File: src/rtl/uart_pkg.sv
`default_nettype none
// ============================================================================
// Module      : uart_pkg
// Description : Shared UART definitions: state encoding, parity modes and
//               the baud divisor rounding helper used by TX and RX blocks.
// Revision    : 1.0 - initial release
// ============================================================================
package uart_pkg;

    // Frame state encoding shared by transmitter and receiver
    localparam logic [2:0] c_STATE_IDLE   = 3'd0;
    localparam logic [2:0] c_STATE_START  = 3'd1;
    localparam logic [2:0] c_STATE_DATA   = 3'd2;
    localparam logic [2:0] c_STATE_PARITY = 3'd3;
    localparam logic [2:0] c_STATE_STOP   = 3'd4;

    // Parity modes
    localparam int c_PARITY_NONE = 0;
    localparam int c_PARITY_EVEN = 1;
    localparam int c_PARITY_ODD  = 2;

    // Clocks per bit, rounded to the nearest integer
    function automatic int calcDivisor(input int clockFrequency, input int baudRate);
        return (clockFrequency + baudRate / 2) / baudRate;
    endfunction

endpackage
`default_nettype wire

File: src/rtl/uart_baud_tick.sv
`default_nettype none
// ============================================================================
// Module      : uart_baud_tick
// Description : Bit-period counter. Counts 0..DIVISOR-1 and flags the last
//               clock of each bit period; a clear realigns the period.
// Revision    : 1.0 - initial release
// ============================================================================
module uart_baud_tick
    import uart_pkg::*;
#(
    parameter int DIVISOR = 104
) (
    input  logic clk,
    input  logic rst,
    input  logic i_clear,
    output logic o_tick
);

    localparam int                 c_CNT_W = $clog2(DIVISOR);
    localparam logic [c_CNT_W-1:0] c_LAST  = c_CNT_W'(DIVISOR - 1);

    logic [c_CNT_W-1:0] r_count;

    // Free-running bit-period counter, restarted by clear so the next bit
    // begins on the clearing edge
    always_ff @(posedge clk) begin
        if (rst || i_clear) begin
            r_count <= '0;
        end else if (r_count == c_LAST) begin
            r_count <= '0;
        end else begin
            r_count <= r_count + 1'b1;
        end
    end

    // Tick marks the final clock of a bit; the bit changes on the next edge
    assign o_tick = (r_count == c_LAST);

endmodule
`default_nettype wire

File: src/rtl/uart_tx.sv
`default_nettype none
// ============================================================================
// Module      : uart_tx
// Description : UART transmitter. Accepts a byte on a valid/ready handshake
//               and sends start, 8 data bits LSB first, optional parity and
//               1 or 2 stop bits. Line output comes straight from a flop.
// Revision    : 1.0 - initial release
// ============================================================================
module uart_tx
    import uart_pkg::*;
#(
    parameter int CLOCK_FREQUENCY = 1_000_000,
    parameter int BAUD_RATE       = 9600,
    parameter int PARITY          = 0,
    parameter int STOP_BITS       = 1
) (
    input  logic       Clk,
    input  logic       Reset,
    input  logic [7:0] TxData,
    input  logic       TxValid,
    output logic       TxReady,
    output logic       TxWire,
    output logic       TxDone
);

    localparam int   c_DIVISOR   = calcDivisor(CLOCK_FREQUENCY, BAUD_RATE);
    localparam logic c_LAST_STOP = 1'(STOP_BITS - 1);

    // Reject configurations the frame logic cannot represent
    if (c_DIVISOR < 2) begin : g_badDivisor
        $error("uart_tx: baud divisor must be at least 2");
    end
    if (PARITY < 0 || PARITY > 2) begin : g_badParity
        $error("uart_tx: PARITY must be 0, 1 or 2");
    end
    if (STOP_BITS < 1 || STOP_BITS > 2) begin : g_badStopBits
        $error("uart_tx: STOP_BITS must be 1 or 2");
    end

    logic [2:0] r_state,     w_nextState;
    logic [7:0] r_shift,     w_nextShift;
    logic [2:0] r_bitIdx,    w_nextBitIdx;
    logic       r_parityBit, w_nextParityBit;
    logic       r_stopIdx,   w_nextStopIdx;
    logic       r_txWire,    w_nextTxWire;
    logic       r_txDone,    w_nextTxDone;
    logic       w_baudClear;
    logic       w_baudTick;
    logic       w_byteParity;

    uart_baud_tick #(
        .DIVISOR (c_DIVISOR)
    ) u_baudTick (
        .clk     (Clk),
        .rst     (Reset),
        .i_clear (w_baudClear),
        .o_tick  (w_baudTick)
    );

    assign w_byteParity = ^TxData;

    // State, datapath and output registers; reset abandons any frame
    always_ff @(posedge Clk) begin
        if (Reset) begin
            r_state     <= c_STATE_IDLE;
            r_shift     <= '0;
            r_bitIdx    <= '0;
            r_parityBit <= 1'b0;
            r_stopIdx   <= 1'b0;
            r_txWire    <= 1'b1;
            r_txDone    <= 1'b0;
        end else begin
            r_state     <= w_nextState;
            r_shift     <= w_nextShift;
            r_bitIdx    <= w_nextBitIdx;
            r_parityBit <= w_nextParityBit;
            r_stopIdx   <= w_nextStopIdx;
            r_txWire    <= w_nextTxWire;
            r_txDone    <= w_nextTxDone;
        end
    end

    // Next-state logic; the line level is derived from the next state so the
    // wire flop changes on the same edge as the state
    always_comb begin
        w_nextState     = r_state;
        w_nextShift     = r_shift;
        w_nextBitIdx    = r_bitIdx;
        w_nextParityBit = r_parityBit;
        w_nextStopIdx   = r_stopIdx;
        w_nextTxDone    = 1'b0;
        w_baudClear     = 1'b0;
        w_nextTxWire    = 1'b1;

        case (r_state)
            c_STATE_IDLE: begin
                if (TxValid) begin
                    // Capture the byte and restart the bit period on this edge
                    w_nextShift     = TxData;
                    w_nextParityBit = (PARITY == c_PARITY_ODD) ? ~w_byteParity : w_byteParity;
                    w_nextState     = c_STATE_START;
                    w_baudClear     = 1'b1;
                end
            end
            c_STATE_START: begin
                if (w_baudTick) begin
                    w_nextState  = c_STATE_DATA;
                    w_nextBitIdx = 3'd0;
                end
            end
            c_STATE_DATA: begin
                if (w_baudTick) begin
                    w_nextShift = {1'b0, r_shift[7:1]};
                    if (r_bitIdx == 3'd7) begin
                        w_nextStopIdx = 1'b0;
                        w_nextState   = (PARITY != c_PARITY_NONE) ? c_STATE_PARITY : c_STATE_STOP;
                    end else begin
                        w_nextBitIdx = r_bitIdx + 3'd1;
                    end
                end
            end
            c_STATE_PARITY: begin
                if (w_baudTick) begin
                    w_nextStopIdx = 1'b0;
                    w_nextState   = c_STATE_STOP;
                end
            end
            c_STATE_STOP: begin
                if (w_baudTick) begin
                    if (r_stopIdx == c_LAST_STOP) begin
                        w_nextState  = c_STATE_IDLE;
                        w_nextTxDone = 1'b1;
                    end else begin
                        w_nextStopIdx = 1'b1;
                    end
                end
            end
            default: begin
                w_nextState = c_STATE_IDLE;
            end
        endcase

        case (w_nextState)
            c_STATE_START:  w_nextTxWire = 1'b0;
            c_STATE_DATA:   w_nextTxWire = w_nextShift[0];
            c_STATE_PARITY: w_nextTxWire = w_nextParityBit;
            default:        w_nextTxWire = 1'b1;
        endcase
    end

    assign TxReady = (r_state == c_STATE_IDLE);
    assign TxWire  = r_txWire;
    assign TxDone  = r_txDone;

endmodule
`default_nettype wire

File: config.mk
export PLATFORM = sky130hd
export DESIGN_NAME = uart_tx
export DESIGN_NICKNAME = d
export VERILOG_FILES = /design/src/rtl/uart_pkg.sv /design/src/rtl/uart_baud_tick.sv /design/src/rtl/uart_tx.sv
export SDC_FILE = /design/constraint.sdc
export NUM_CORES = 1
export LEC_CHECK = 0
export CAP_MARGIN = 10
export CORE_AREA = 2 2 72 74
export DETAILED_ROUTE_END_ITERATION = 10
export DIE_AREA = 0 0 74 76
export PLACE_DENSITY = 0.45
export REMOVE_ABC_BUFFERS = 1
export SYNTH_ARGS = -nofsm -noshare
export SYNTH_HDL_FRONTEND = slang
export SYNTH_SLANG_ARGS = --single-unit
File: constraint.sdc
create_clock -name Clk -period 4.4 [get_ports Clk]
set_input_delay 0.66 -clock Clk [delete_from_list [all_inputs] [get_ports Clk]]
set_output_delay 0.66 -clock Clk [all_outputs]
set_load 0.05 [all_outputs]
==> out/results.tsv <==
metric	value	unit
Setup violations, final	0	
clk sinks	24	
# diodes	0	
Synth Cell Area	0.00117	sq mm
count leader, synth	dfxtp_1	
max-slew violation count	0	
Rows	26	
Root Buffer	clkbuf_8	
RSZ-0062 raised after global routing	no	
core area	0.00491	sq mm
complex-gate fraction of the synthesized area	17.3	%
dpl hpwl	1.67	mm
Async SR Flop Fraction	0	%
Int Pwr	0.317	mW
per-cell routed wire length	11.0	um
GR Util met1	11.5	%
yosys warns	0	
residual overflow from global routing	0	
CTS H-tree lvls	1	
post-cts resize count	0	
number of setup buffers added after CTS	0	
total power	0.418	mW
Area growth, synth to finish	18.2	%
PwrDens	303	mW/mm^2
GRT busiest layer	met2	
Num CTS Buffers	3	
simple-gate area share of the yosys netlist	23.6	%
Gate power share	14.3	%
Die Y	76	um
vias in the first global route	824	
reg2reg path depth	5	
Hold Crit Class	reg -> reg	
final wirelength	2.23	mm
library cells used by synthesis	34	
PortBufs	13	
slew at the pin closest to its max-slew limit	760	ps
post-synthesis mux area share	0.857	%
synth cell count leaders	dfxtp_1, nor2_1, nand2_1, a21oi_1, xnor2_1	
initial antenna violation count	0	
Initial Utilization	23.8	%
setup_tns	0	ps
post-synth top area cell	dfxtp_1	
Synth Area in Adders	3.22	%
main flop type after synthesis	dfxtp_1	
Post-DRT Antenna Nets	0	
FF+latch count, synth	24	
EDFF count, synth	0	
GR Layer Usage met3	2.38	%
Data required, critical path	3740	ps
die area	0.00562	sq mm
Syn Inst Count	125	
Worst slew margin	49.1	%
overall routing resource usage	8.41	%
power share of the sequential group	55.9	%
drt pass-1 iters	4	
final layout net count	150	
I/O pins	14	
hold slack	451	ps
Critical Path Source Type	register	
via count	895	
Seq/Total Area, Yosys	41.2	%
layout cells sized above 1	7.46	%
Final Hold Fails	0	
fill count	514	
status	finished clean	
Die W	74	um
Avg Inst Size Synth	9.34	sq um
global-route wire length before repair	3.75	mm
Psw	0.101	mW
grt met2 use	12.3	%
cts hold-fix bufs	0	
CTS tree	yes	
clk_skew	1.57	ps
Max-Cap Viols	0	
Worst setup EP type	output port	
drt first-iter violations	60	
Period minus WS final	2430	ps
largest family of logic cells by synthesized area	simple AND/OR/NAND/NOR gates	
peak fanout along the critical path	10	
area share of the largest cell type after synthesis	41.2	%
Leak	0.469	nW
Clock Tree Buf Depth	2	
synth top area cells	dfxtp_1, xnor2_1, nor2_1, a22oi_1, a21oi_1	
Worst Hold Depth	1	
drt drc	0	
xor and xnor fraction of the mapped netlist area	9.00	%
vias per cell	4.39	
crit path DAT	1770	ps
VDD IR max	99.5	uV
largest net degree at the start of global routing	18	
Reg clk slew, reported paths	80	ps
worst skew pair latency	260	ps
Clk pwr share	29.7	%
Max Clk Rate	411	MHz
critical path class	reg -> out	
Sw Share	24.1	%
RD Place Congestion	0.735	
period utilization	55.3	%
power by group through the flow:
stage	combinational, mW	clock, mW	sequential [mW]
3_5_place_dp	0.0608	0	0.239
3_3_place_gp	0.0599	0	0.239
6_report	0.0599	0.124	0.234
4_1_cts	0.0613	0.134	0.234
5_1_grt	0.0667	0.142	0.235
2_1_floorplan	0.0358	0	0.240
worst max-delay path, stage by stage (launching register included):
cell and delay, ps:
dfxtp_1 450, nor3_1 230, clkdlybuf4s50_1 830
stage by stage:
step / area (sq um) / util [%] / cells / setup WS, ps
floorplan: 1120 / - / 118 / 2200
global placement: 1340 / 27.3 / 201 / 1830
detailed placement: 1340 / 27.3 / 201 / 1750
CTS: 1380 / 28.1 / 204 / 1970
global route: 1380 / 28.1 / 204 / 1860
finish: 1380 / 28.1 / 204 / 1970
cell families after synthesis:
logic type                 count (synthesis)
and+or+nand+nor                           49
AOI/OAI and AO/OA                         26
DFF                                       24
xor gates and xnor gates                  12
buffers and inverters                     10
adders and majority gates                  3
muxes                                      1
sequential cells by signal (all words and copies together), names as in the netlist:
register            cells
r_parityBit             1
r_bitIdx                3
r_shift                 8
TxDone                  1
u_baudTick.r_count      7
TxWire                  1
r_state                 3
area by class of cell:
type                    instances  area (sq um)  area share [%]
multi-input cells              91           629            45.6
flip-flops and latches         24           480            34.8
repair buffers                 13           130            9.43
well taps                      70          87.6            6.35
clock buffers                   3          41.3            2.99
inverters                       3          11.3           0.816
per-layer routing:
metal  vias to the layer above  routed length, um
li1                        453                  -
met1                       421               1070
met2                        17               1020
met3                         4                112
met4                         0                 36
met5                         -                  0
path summary, 6_finish.rpt:
check | startpoint | endpoint | slack, ps
worst max-delay path | r_state[0]$_SDFF_PP0_ | TxReady | 1970
worst min-delay path | u_baudTick.r_count[0]$_SDFF_PP0_ | u_baudTick.r_count[0]$_SDFF_PP0_ | 450
worst max register to register | r_state[0]$_SDFF_PP0_ | TxWire$_SDFF_PP1_ | 2350
worst min register to register | u_baudTick.r_count[0]$_SDFF_PP0_ | u_baudTick.r_count[0]$_SDFF_PP0_ | 450
layout by cell type (no fill, tap or decap), drive strengths merged:
cell | synthesis | layout
a211oi | 1 | 1
a21boi | 1 | 1
a21oi | 10 | 10
a221oi | 1 | 1
a22oi | 8 | 8
a31oi | 2 | 2
and2 | 2 | 2
and2b | 1 | 1
and3 | 3 | 3
clkbuf | 2 | 3
clkdlybuf4s50 | 0 | 13
dfxtp | 24 | 24
ha | 3 | 3
inv | 3 | 3
mux2i | 1 | 1
nand2 | 12 | 12
nand3 | 3 | 3
nand4 | 1 | 1
nor2 | 17 | 17
nor3 | 2 | 2
nor3b | 3 | 3
nor4b | 1 | 1
o211ai | 1 | 1
o21a | 1 | 1
o221ai | 1 | 1
or3 | 3 | 3
or3b | 1 | 1
xnor2 | 10 | 10
xor2 | 2 | 2
Note: power is estimated with default switching activity, not from simulation.
